**config.mk**
```make
export PLATFORM = sky130hd
export DESIGN_NAME = mod_n_ctr
export DESIGN_NICKNAME = d
export VERILOG_FILES = /design/src/rtl/ctr_pkg.sv /design/src/rtl/mod_n_ctr.sv
export SDC_FILE = /design/constraint.sdc
export NUM_CORES = 1
export LEC_CHECK = 0
export BUFFER_PORTS_ARGS = -buffer_cell sky130_fd_sc_hd__buf_4
export CORE_AREA = 2 2 39 41
export CTS_CLUSTER_DIAMETER = 80
export DETAILED_ROUTE_END_ITERATION = 10
export DIE_AREA = 0 0 41 43
export PLACE_DENSITY = 0.37
export SLEW_MARGIN = 20
export SYNTH_ARGS = -nofsm -noshare
export SYNTH_HDL_FRONTEND = slang
export SYNTH_SLANG_ARGS = --single-unit
```
**constraint.sdc**
```tcl
create_clock -name clk -period 0.96 [get_ports clk]
set_clock_uncertainty 0.1 [all_clocks]
set_input_delay 0.192 -clock clk [delete_from_list [all_inputs] [get_ports clk]]
set_output_delay 0.192 -clock clk [all_outputs]
set_load 0.02 [all_outputs]
```
**src/rtl/ctr_pkg.sv**
```systemverilog
// Shared helpers for the modulo-N counter.
//   safe_clog2(n) : ceil(log2(n)), clamped to at least 1. A modulus of 1
//                   still needs a one-bit register, so the clamp keeps
//                   the width legal.
package ctr_pkg;

  function automatic int safe_clog2(input int n);
    return (n <= 1) ? 1 : $clog2(n);
  endfunction

endpackage

```
**src/rtl/mod_n_ctr.sv**
```systemverilog
// Free-running modulo-N up-counter: 0, 1, ..., N-1, 0, ...
// Timebase / sequence-index source (slot counters, divider phases).
// Ports:
//   clk   : clock, all updates on the rising edge
//   rst   : synchronous reset, active low (0 = reset)
//   count : registered count value, WIDTH bits
module mod_n_ctr
  import ctr_pkg::*;
#(
  parameter int N     = 16,
  parameter int WIDTH = safe_clog2(N)
) (
  input  logic             clk,
  input  logic             rst,
  output logic [WIDTH-1:0] count
);

  // Reject moduli that cannot be represented or make no sense.
  if (N < 1 || (WIDTH < 31 && (2 ** WIDTH) < N)) begin : g_bad_param
    $fatal(1, "mod_n_ctr: illegal parameters N=%0d WIDTH=%0d", N, WIDTH);
  end

  localparam logic [WIDTH-1:0] TERM = WIDTH'(N - 1);
  localparam logic [WIDTH-1:0] ONE  = WIDTH'(1);

  logic [WIDTH-1:0] count_q;
  logic [WIDTH-1:0] count_d;
  logic             at_term;
  logic             illegal;

  assign at_term = (count_q == TERM);

  // Codes above N-1 only exist when N is not a power of two; they are
  // unreachable in normal operation but are flushed to 0 in one cycle.
  if (WIDTH < 31 && N < (2 ** WIDTH)) begin : g_illegal
    assign illegal = (count_q > TERM);
  end else begin : g_no_illegal
    assign illegal = 1'b0;
  end

  // Wrap by explicit compare, never by natural overflow.
  assign count_d = (at_term || illegal) ? '0 : count_q + ONE;

  always_ff @(posedge clk) begin
    if (!rst) count_q <= '0;
    else      count_q <= count_d;
  end

  assign count = count_q;

endmodule

```
==> reports/qor.csv, run 1 <==
metric,value,unit
status,finished with violations,
failed_checks,setup timing,
worst_path_max_delay_cell,dfxtp_4,
io_buffer_count,5,
clk_latency,240,ps
max_cap_violations,0,
final_layout_size_suffix_gt1_frac,0.643,
chipHeight,43,µm
finalCritPeriodShare,1.05,
synth_seq_cells,4,
largest_reg_flops,4,
syn_inst,16,
ys_seq_area_frac,0.504,
cpLargestDelayFamily,flip-flops,
hold_viol,0,
critical_path_class,reg2out,
layout_commonest_cell,buf_4,
n_fill_cell,152,
grt_setup_unrepaired,yes,
syn_nets,19,
slew-limit-headroom,0.872,
path_clk_slew,40,ps
grt_max_degree,6,
critical-path-max-stage-delay,350,ps
core_area,0.00138,mm²
synth_warnings,0,
initial_core_util,0.115,
place_hpwl,248,µm
nets,33,
clockBufferDepth,2,
routed_wl,403,µm
vias,163,
power.share.clock,0.426,
drt_first_pass_iters,2,
fp.dieArea,0.00176,mm²
first_iter_violations,1,
clock_sinks,4,
setup_violations,5,
cp-end-kind,output pin,
cts-buffers-inserted,3,
cp_max_fo,3,
drv_slew,0,
p_leak,0.125,nW
wl_per_cell,9.16,µm
netSwitchingPower,0.000125,W
placed_area,244,µm²
critPathBufInv,1,
grt_pass1_vias,148,
antenna_found_initial,0,
fp.dieW,41,µm
n_antenna_cell,0,
sw_frac_of_total,0.253,
arrival,720,ps
pin_count,6,
track_usage,0.0622,
syn-cell-area,159,µm²
tritoncts,done,
syn_avg_cell_area,9.93,µm²
combinationalPowerShare,0.188,
avgViaCountPerCell,3.70,
final_cell_mix,"buf_4, buf_6, clkbuf_4, dfxtp_4, inv_1",
total_power,0.000495,W
final.setup.worst_slack,-47.8,ps
grt_first_pass_wirelength,655,µm
tightest_slew,190,ps
gp_congestion,0.680,
p_int,0.000369,W
peakVddDrop,446,µV
cp-start-kind,flip-flop,
yosys.cell_types.count,12,
syn2layout_area_growth,94.5,%
crit_chain,buf_6,
hold_class,in2reg,
antenna_left,0,
htree_levels,1,
cts_root_buf,clkbuf_4,
drc_errors,0,
final_cell_area,309,µm²
seqPwrFrac,0.386,
fin_crit,1010,ps
gr-total-overflow,0,
max_freq,0.992,GHz
critical_path_required,670,ps
ctsHoldBuffers,0,
power_density,1600,mW/mm²
rows,14,
## final cells by class
class	count	area [µm²]	share of cell area
clock buffers	3	22.5	0.0729
inverters	2	7.51	0.0243
multi-input cells	10	83.8	0.271
flip-flops and latches	4	92.6	0.300
well taps	16	20.0	0.0648
repair buffers	9	82.6	0.267
## Yosys cell counts (all sizes together)
| cell type | instances | area (µm²) |
|---|---|---|
| a31oi | 1 | 6.26 |
| nand2 | 1 | 3.75 |
| dfxtp | 4 | 80.1 |
| xnor2 | 1 | 8.76 |
| ha | 1 | 12.5 |
| o21ai | 1 | 5.00 |
| nor2 | 1 | 3.75 |
| nand4b | 1 | 8.76 |
| a21oi | 2 | 13.8 |
| inv | 2 | 7.51 |
| a311oi | 1 | 8.76 |
## power groups by stage
| stage | Clock, W | Combinational (W) | Sequential [W] |
|---|---|---|---|
| global route | 0.000230 | 0.000102 | 0.000193 |
| detailed placement | 0 | 0.0000704 | 0.000198 |
| floorplan | 0 | 0.0000258 | 0.000210 |
| global placement | 0 | 0.0000698 | 0.000197 |
| finish | 0.000211 | 0.0000930 | 0.000191 |
| CTS | 0.000220 | 0.0000926 | 0.000191 |
## metrics by stage
stage | utilization | setup slack, ps | instances | hold WS, ps | TNS (ps)
2_1_floorplan | - | -4.14 | 16 | 198 | -4.14
3_3_place_gp | 0.176 | -31.7 | 38 | 331 | -37.7
3_5_place_dp | 0.176 | -1.53 | 38 | 326 | -1.53
4_1_cts | 0.223 | -55.1 | 44 | 73.4 | -189
5_1_grt | 0.223 | -66.9 | 44 | 84.3 | -318
6_report | 0.223 | -47.8 | 44 | 83.7 | -138
## repair_timing
action                     in CTS  in global routing
setup buffers                   3                  0
setup endpoints to repair       6                  8
pin swaps                       3                  1
resized for setup               7                  0
gates cloned                    0                  0
## worst paths after layout
check / slack [ps] / endpoint / depth (start not counted) / startpoint
hold reg to reg: 450 / count[1]$_SDFF_PP0_ / 2 / count[3]$_SDFF_PP0_
setup / recovery: -50 / count[1] / 1 / count[1]$_SDFF_PP0_
hold / removal: 80 / count[1]$_SDFF_PP0_ / 3 / rst
setup reg to reg: -10 / count[3]$_SDFF_PP0_ / 4 / count[1]$_SDFF_PP0_
## layer usage
layer,up-vias,GRT usage,routed length (µm)
met4,0,0.0800,15
met5,-,0,0
li1,81,-,-
met2,8,0.0625,142
met3,2,0.0366,46
met1,72,0.0740,198
## kinds of logic after synthesis
group                      count (synthesis)  share of synthesized area
buffers and inverters                      2                     0.0473
adders and majority gates                  1                     0.0787
DFF                                        4                      0.504
AOI/OAI and AO/OA                          5                      0.213
and+or+nand+nor                            3                      0.102
xor gates and xnor gates                   1                     0.0551
Note: power is estimated with default switching activity, not from simulation.
==> run 2, diff against run 1 <==
--- a/config.mk
+++ b/config.mk
@@ -8,9 +8,11 @@
 export BUFFER_PORTS_ARGS = -buffer_cell sky130_fd_sc_hd__buf_4
 export CORE_AREA = 2 2 39 41
 export CTS_CLUSTER_DIAMETER = 80
+export CTS_CLUSTER_SIZE = 28
 export DETAILED_ROUTE_END_ITERATION = 10
 export DIE_AREA = 0 0 41 43
-export PLACE_DENSITY = 0.37
+export MAX_ROUTING_LAYER = met4
+export PLACE_DENSITY = 0.36
 export SLEW_MARGIN = 20
 export SYNTH_ARGS = -nofsm -noshare
 export SYNTH_HDL_FRONTEND = slang
==> constraint.sdc (replaced) <==
create_clock -name clk -period 1.05 [get_ports clk]
set_clock_uncertainty 0.1 [all_clocks]
set_input_delay 0.21 -clock clk [delete_from_list [all_inputs] [get_ports clk]]
set_output_delay 0.21 -clock clk [all_outputs]
set_load 0.02 [all_outputs]
==> run 2 against run 1 <==
The flow now finishes without violations. Clock power up 3%. Setup slack better by 61 ps. Worst hold slack better by 14 ps. Final cell count rose by 2.3%. Die area did not move. Register-to-register slack better by 50 ps. Sequential cell count did not move. Power down 2.7%. Critical path depth is the same.
==> reports/qor.csv, run 2 (synthesized netlist as in run 1, its figures left out) <==
metric,value,unit,change
first_iter_violations,7,,+6
critPathBufInv,1,,unchanged
cp-end-kind,output pin,,
utilization,0.232,,+0.00904
crit_chain,buf_6,,
arrival,730,ps,about the same
drt_first_pass_iters,3,,+1
grt_pass1_vias,176,,+19%
critical_path_class,reg2out,,
core_area,0.00138,mm²,unchanged
critical_path_required,740,ps,+70 ps
rows,14,,unchanged
track_usage,0.0780,,+0.0158
fp.dieArea,0.00176,mm²,unchanged
gr-total-overflow,0,,unchanged
initial_core_util,0.115,,unchanged
chipHeight,43,µm,unchanged
hold_class,in2reg,,
slew-limit-headroom,0.882,,+0.00976
cp-start-kind,flip-flop,,
grt_setup_unrepaired,yes,,
status,"finished, final reports clean",,
grt_max_degree,7,,+1
wl_per_cell,9.80,µm,+7.0%
cts-buffers-inserted,3,,unchanged
htree_levels,1,,unchanged
fp.dieW,41,µm,unchanged
peakVddDrop,555,µV,+25%
critical-path-max-stage-delay,350,ps,about the same
final_layout_size_suffix_gt1_frac,0.655,,+0.0123
clockBufferDepth,2,,unchanged
pre_cts_ws,75.0,ps,+76.5 ps
place_hpwl,236,µm,-4.6%
antenna_left,0,,unchanged
grt_first_pass_wirelength,752,µm,+15%
vias,176,,+8.0%
ctsHoldBuffers,0,,unchanged
largest_reg_flops,4,,unchanged
finalCritPeriodShare,0.988,,
clock_sinks,4,,unchanged
tritoncts,done,,
drc_errors,0,,unchanged
routed_wl,441,µm,+9.4%
hold_ws,97.5,ps,+13.8 ps
worst_path_max_delay_cell,dfxtp_4,,
final.setup.worst_slack,13.0,ps,+60.8 ps
fin_crit,1040,ps,
pin_count,6,,unchanged
layout_commonest_cell,buf_4,,
cp_max_fo,3,,unchanged
drv_slew,0,,unchanged
n_antenna_cell,0,,unchanged
n_fill_cell,151,,-0.66%
tightest_slew,177,ps,-13.3 ps
max_cap_violations,0,,unchanged
path_clk_slew,40,ps,about the same
syn2layout_area_growth,102,%,
p_leak,0.127,nW,+2.0%
cts_root_buf,clkbuf_4,,
cpLargestDelayFamily,flip-flops,,
clk_latency,250,ps,about the same
final_cell_mix,"buf_4, dfxtp_4, buf_6",,
max_freq,0.964,GHz,
io_buffer_count,5,,unchanged
antenna_found_initial,0,,unchanged
gp_congestion,0.657,,-3.4%
hold_viol,0,,unchanged
power_density,1500,mW/mm²,-6.5%
setup_violations,0,,-5
avgViaCountPerCell,3.91,,+5.6%
nets,33,,unchanged
## run 2: metal layers
metal | share of wire | global-route usage | vias to the layer above | wire (µm)
met3 | 0.15 | 0.0942 | 5 | 65
li1 | - | - | 83 | -
met4 | 0.027 | 0.0600 | 0 | 12
met5 | 0 | - | - | 0
met1 | 0.44 | 0.0831 | 79 | 195
met2 | 0.38 | 0.0719 | 9 | 168
## run 2: final timing paths
path | start | to | slack (ps) | depth (start not counted)
hold reg to reg | count[3]$_SDFF_PP0_ | count[1]$_SDFF_PP0_ | 360 | 1
setup / recovery | count[0]$_SDFF_PP0_ | count[0] | 10 | 1
hold / removal | rst | count[1]$_SDFF_PP0_ | 100 | 3
setup reg to reg | count[1]$_SDFF_PP0_ | count[3]$_SDFF_PP0_ | 40 | 4
## run 2: layout make-up
cell class              instances  area (µm²)  share of cell area
repair buffers                  9        82.6               0.257
well taps                      16        20.0              0.0623
inverters                       2        7.51              0.0233
multi-input cells              10        90.1               0.280
clock buffers                   4        26.3              0.0817
flip-flops and latches          4        95.1               0.296
## run 2: metrics by stage
stage          instance area [µm²]  power, W  instances  setup TNS (ps)
2_1_floorplan                  176  0.000216         16               0
3_3_place_gp                   234  0.000239         37               0
3_5_place_dp                   234  0.000241         37               0
4_1_cts                        298  0.000486         43          -0.881
5_1_grt                        322  0.000519         45           -76.7
6_report                       322  0.000481         45               0
## run 2: tightest hold or removal path: cells and delay by family
family          cells  cell delay, ps
simple gates        1              50
buf+inv             1             110
compound gates      1              30
## run 2: repair_timing
action,CTS,global route
pin swaps,0,2
setup buffers,2,2
endpoints found under the setup margin,4,6
hold endpoints to repair,0,0
gates resized for setup,8,2
## run 2: power by group
group	leakage [nW]	internal, W	switching, W	total (W)
clock	0.0150	0.000143	0.0000747	0.000218
combinational	0.0769	0.0000510	0.0000377	0.0000887
sequential	0.0356	0.000160	0.0000149	0.000175
total	0.127	0.000354	0.000127	0.000481
==> run 3, diff against run 2 <==
==> constraint.sdc (replaced) <==
create_clock -name clk -period 1.2 [get_ports clk]
set_clock_uncertainty 0.1 [all_clocks]
set_input_delay 0.24 -clock clk [delete_from_list [all_inputs] [get_ports clk]]
set_output_delay 0.24 -clock clk [all_outputs]
set_load 0.02 [all_outputs]
==> run 3 against run 2 <==
Sequential share of layout area rose by 2.3 points. Via count fell by 15%. Worst hold slack improved by 55 ps. Register-to-register slack improved by 110 ps. Clock power fell by 27%. Setup slack improved by 13 ps. Power fell by 23%. Wire length fell by 24%.
==> reports/qor.csv, run 3 (synthesized netlist as in run 1, its figures left out) <==
metric,value,unit,change
hold_viol,0,,unchanged
multiInputGateArea,71.3,µm²,-21%
p_leak,0.110,nW,-14%
antenna_found_initial,0,,unchanged
routed_wl,336,µm,-24%
grt_first_pass_wirelength,607,µm,-19%
max_cap_violations,0,,unchanged
hold_ws,152,ps,+54.7 ps
final_layout_size_suffix_gt1_frac,0.462,,-0.194
nets,31,,-6.1%
n_antenna_cell,0,,unchanged
io_buffer_count,5,,unchanged
grt_setup_unrepaired,no,,
track_usage,0.0597,,-0.0184
slew-limit-headroom,0.877,,-0.00526
fp.dieW,41,µm,unchanged
tns,0,ps,unchanged
status,"finished, final reports clean",,
cp-end-kind,output pin,,
tightest_slew,184,ps,+6.64 ps
pre_cts_ws,152,ps,+77.2 ps
ctsHoldBuffers,0,,unchanged
max_freq,0.852,GHz,
core_area,0.00138,mm²,unchanged
htree_levels,1,,unchanged
clk_latency,230,ps,-20 ps
clock_sinks,4,,unchanged
path_common_cell,buf_4,,
layout_commonest_cell,buf_4,,
initial_core_util,0.115,,unchanged
wl_per_cell,8.00,µm,-18%
cp_max_fo,4,,+1
hold_class,in2reg,,
worst_path_max_delay_cell,dfxtp_1,,
final_cell_mix,"buf_4, clkbuf_4, dfxtp_1",,
drc_errors,0,,unchanged
n_fill_cell,156,,+3.3%
critical-path-max-stage-delay,300,ps,-50 ps
syn2layout_area_growth,60.6,%,
cts-buffers-inserted,3,,unchanged
path_clk_slew,40,ps,about the same
pin_count,6,,unchanged
gp_congestion,0.700,,+6.6%
clockBufferDepth,2,,unchanged
drv_slew,0,,unchanged
critical_path_class,reg2out,,
cpLargestDelayFamily,flip-flops,,
critPathBufInv,2,,+1
critical_path_required,860,ps,+120 ps
power_density,1460,mW/mm²,-2.8%
rows,14,,unchanged
largest_reg_flops,4,,unchanged
final.setup.worst_slack,26.2,ps,+13.2 ps
grt_max_degree,7,,unchanged
antenna_left,0,,unchanged
chipHeight,43,µm,unchanged
grt_pass1_vias,150,,-15%
crit_chain,buf_4 -> buf_4,,
gr-total-overflow,0,,unchanged
first_iter_violations,4,,-3
peakVddDrop,376,µV,-32%
drt_first_pass_iters,4,,+1
cts_root_buf,clkbuf_4,,
avgViaCountPerCell,3.57,,-8.7%
tritoncts,done,,
fin_crit,1170,ps,
setup_violations,0,,unchanged
cp-start-kind,flip-flop,,
seq_area,81.3,µm²,-14%
vias,150,,-15%
finalCritPeriodShare,0.978,,
arrival,830,ps,+100 ps
fp.dieArea,0.00176,mm²,unchanged
run 3: repair_timing:
action                     in CTS  in global routing
setup buffers                   0                  0
setup endpoints to repair       0                  1
resized for setup               0                  1
run 3: layout make-up:
cell class / count / area share
Tap cell: 16 / 0.0784
Clock buffer: 3 / 0.0882
Timing Repair Buffer: 7 / 0.206
Inverter: 2 / 0.0294
Multi-Input combinational cell: 10 / 0.279
Sequential cell: 4 / 0.319
run 3: worst paths after layout:
kind | slack [ps] | to | startpoint | cells past startpoint
max | 30 | count[0] | count[0]$_SDFF_PP0_ | 2
min | 150 | count[1]$_SDFF_PP0_ | rst | 3
max reg2reg | 150 | count[3]$_SDFF_PP0_ | count[0]$_SDFF_PP0_ | 4
min reg2reg | 400 | count[1]$_SDFF_PP0_ | count[3]$_SDFF_PP0_ | 1
run 3: per-stage QoR:
step / util / std cells / instance area, µm² / power [W]
final: 0.184 / 42 / 255 / 0.000372
after global placement: 0.167 / 39 / 231 / 0.000211
after CTS: 0.184 / 42 / 254 / 0.000380
after detailed placement: 0.167 / 39 / 231 / 0.000212
after global routing: 0.184 / 42 / 255 / 0.000395
after floorplan: - / 16 / 159 / 0.000183
run 3: where the power goes:
part	internal, W	leakage, nW	switching [W]
Combinational	0.0000301	0.0627	0.0000317
Sequential	0.000143	0.0333	0.00000660
Clock	0.000111	0.0138	0.0000488
Total	0.000285	0.110	0.0000871
run 3: layer usage:
layer / vias to the layer above / track usage / part of all wire
li1: 78 / - / -
met3: 0 / 0.0628 / 0.12
met4: 0 / 0.0400 / 0
met5: - / - / 0
met2: 8 / 0.0500 / 0.32
met1: 64 / 0.0772 / 0.56
run 3: worst reg2reg max path, delay by kind of cell (launching register included):
kind,cells,cell delay (ps)
compound gates,3,320
fa+ha+maj,1,250
flops,1,300
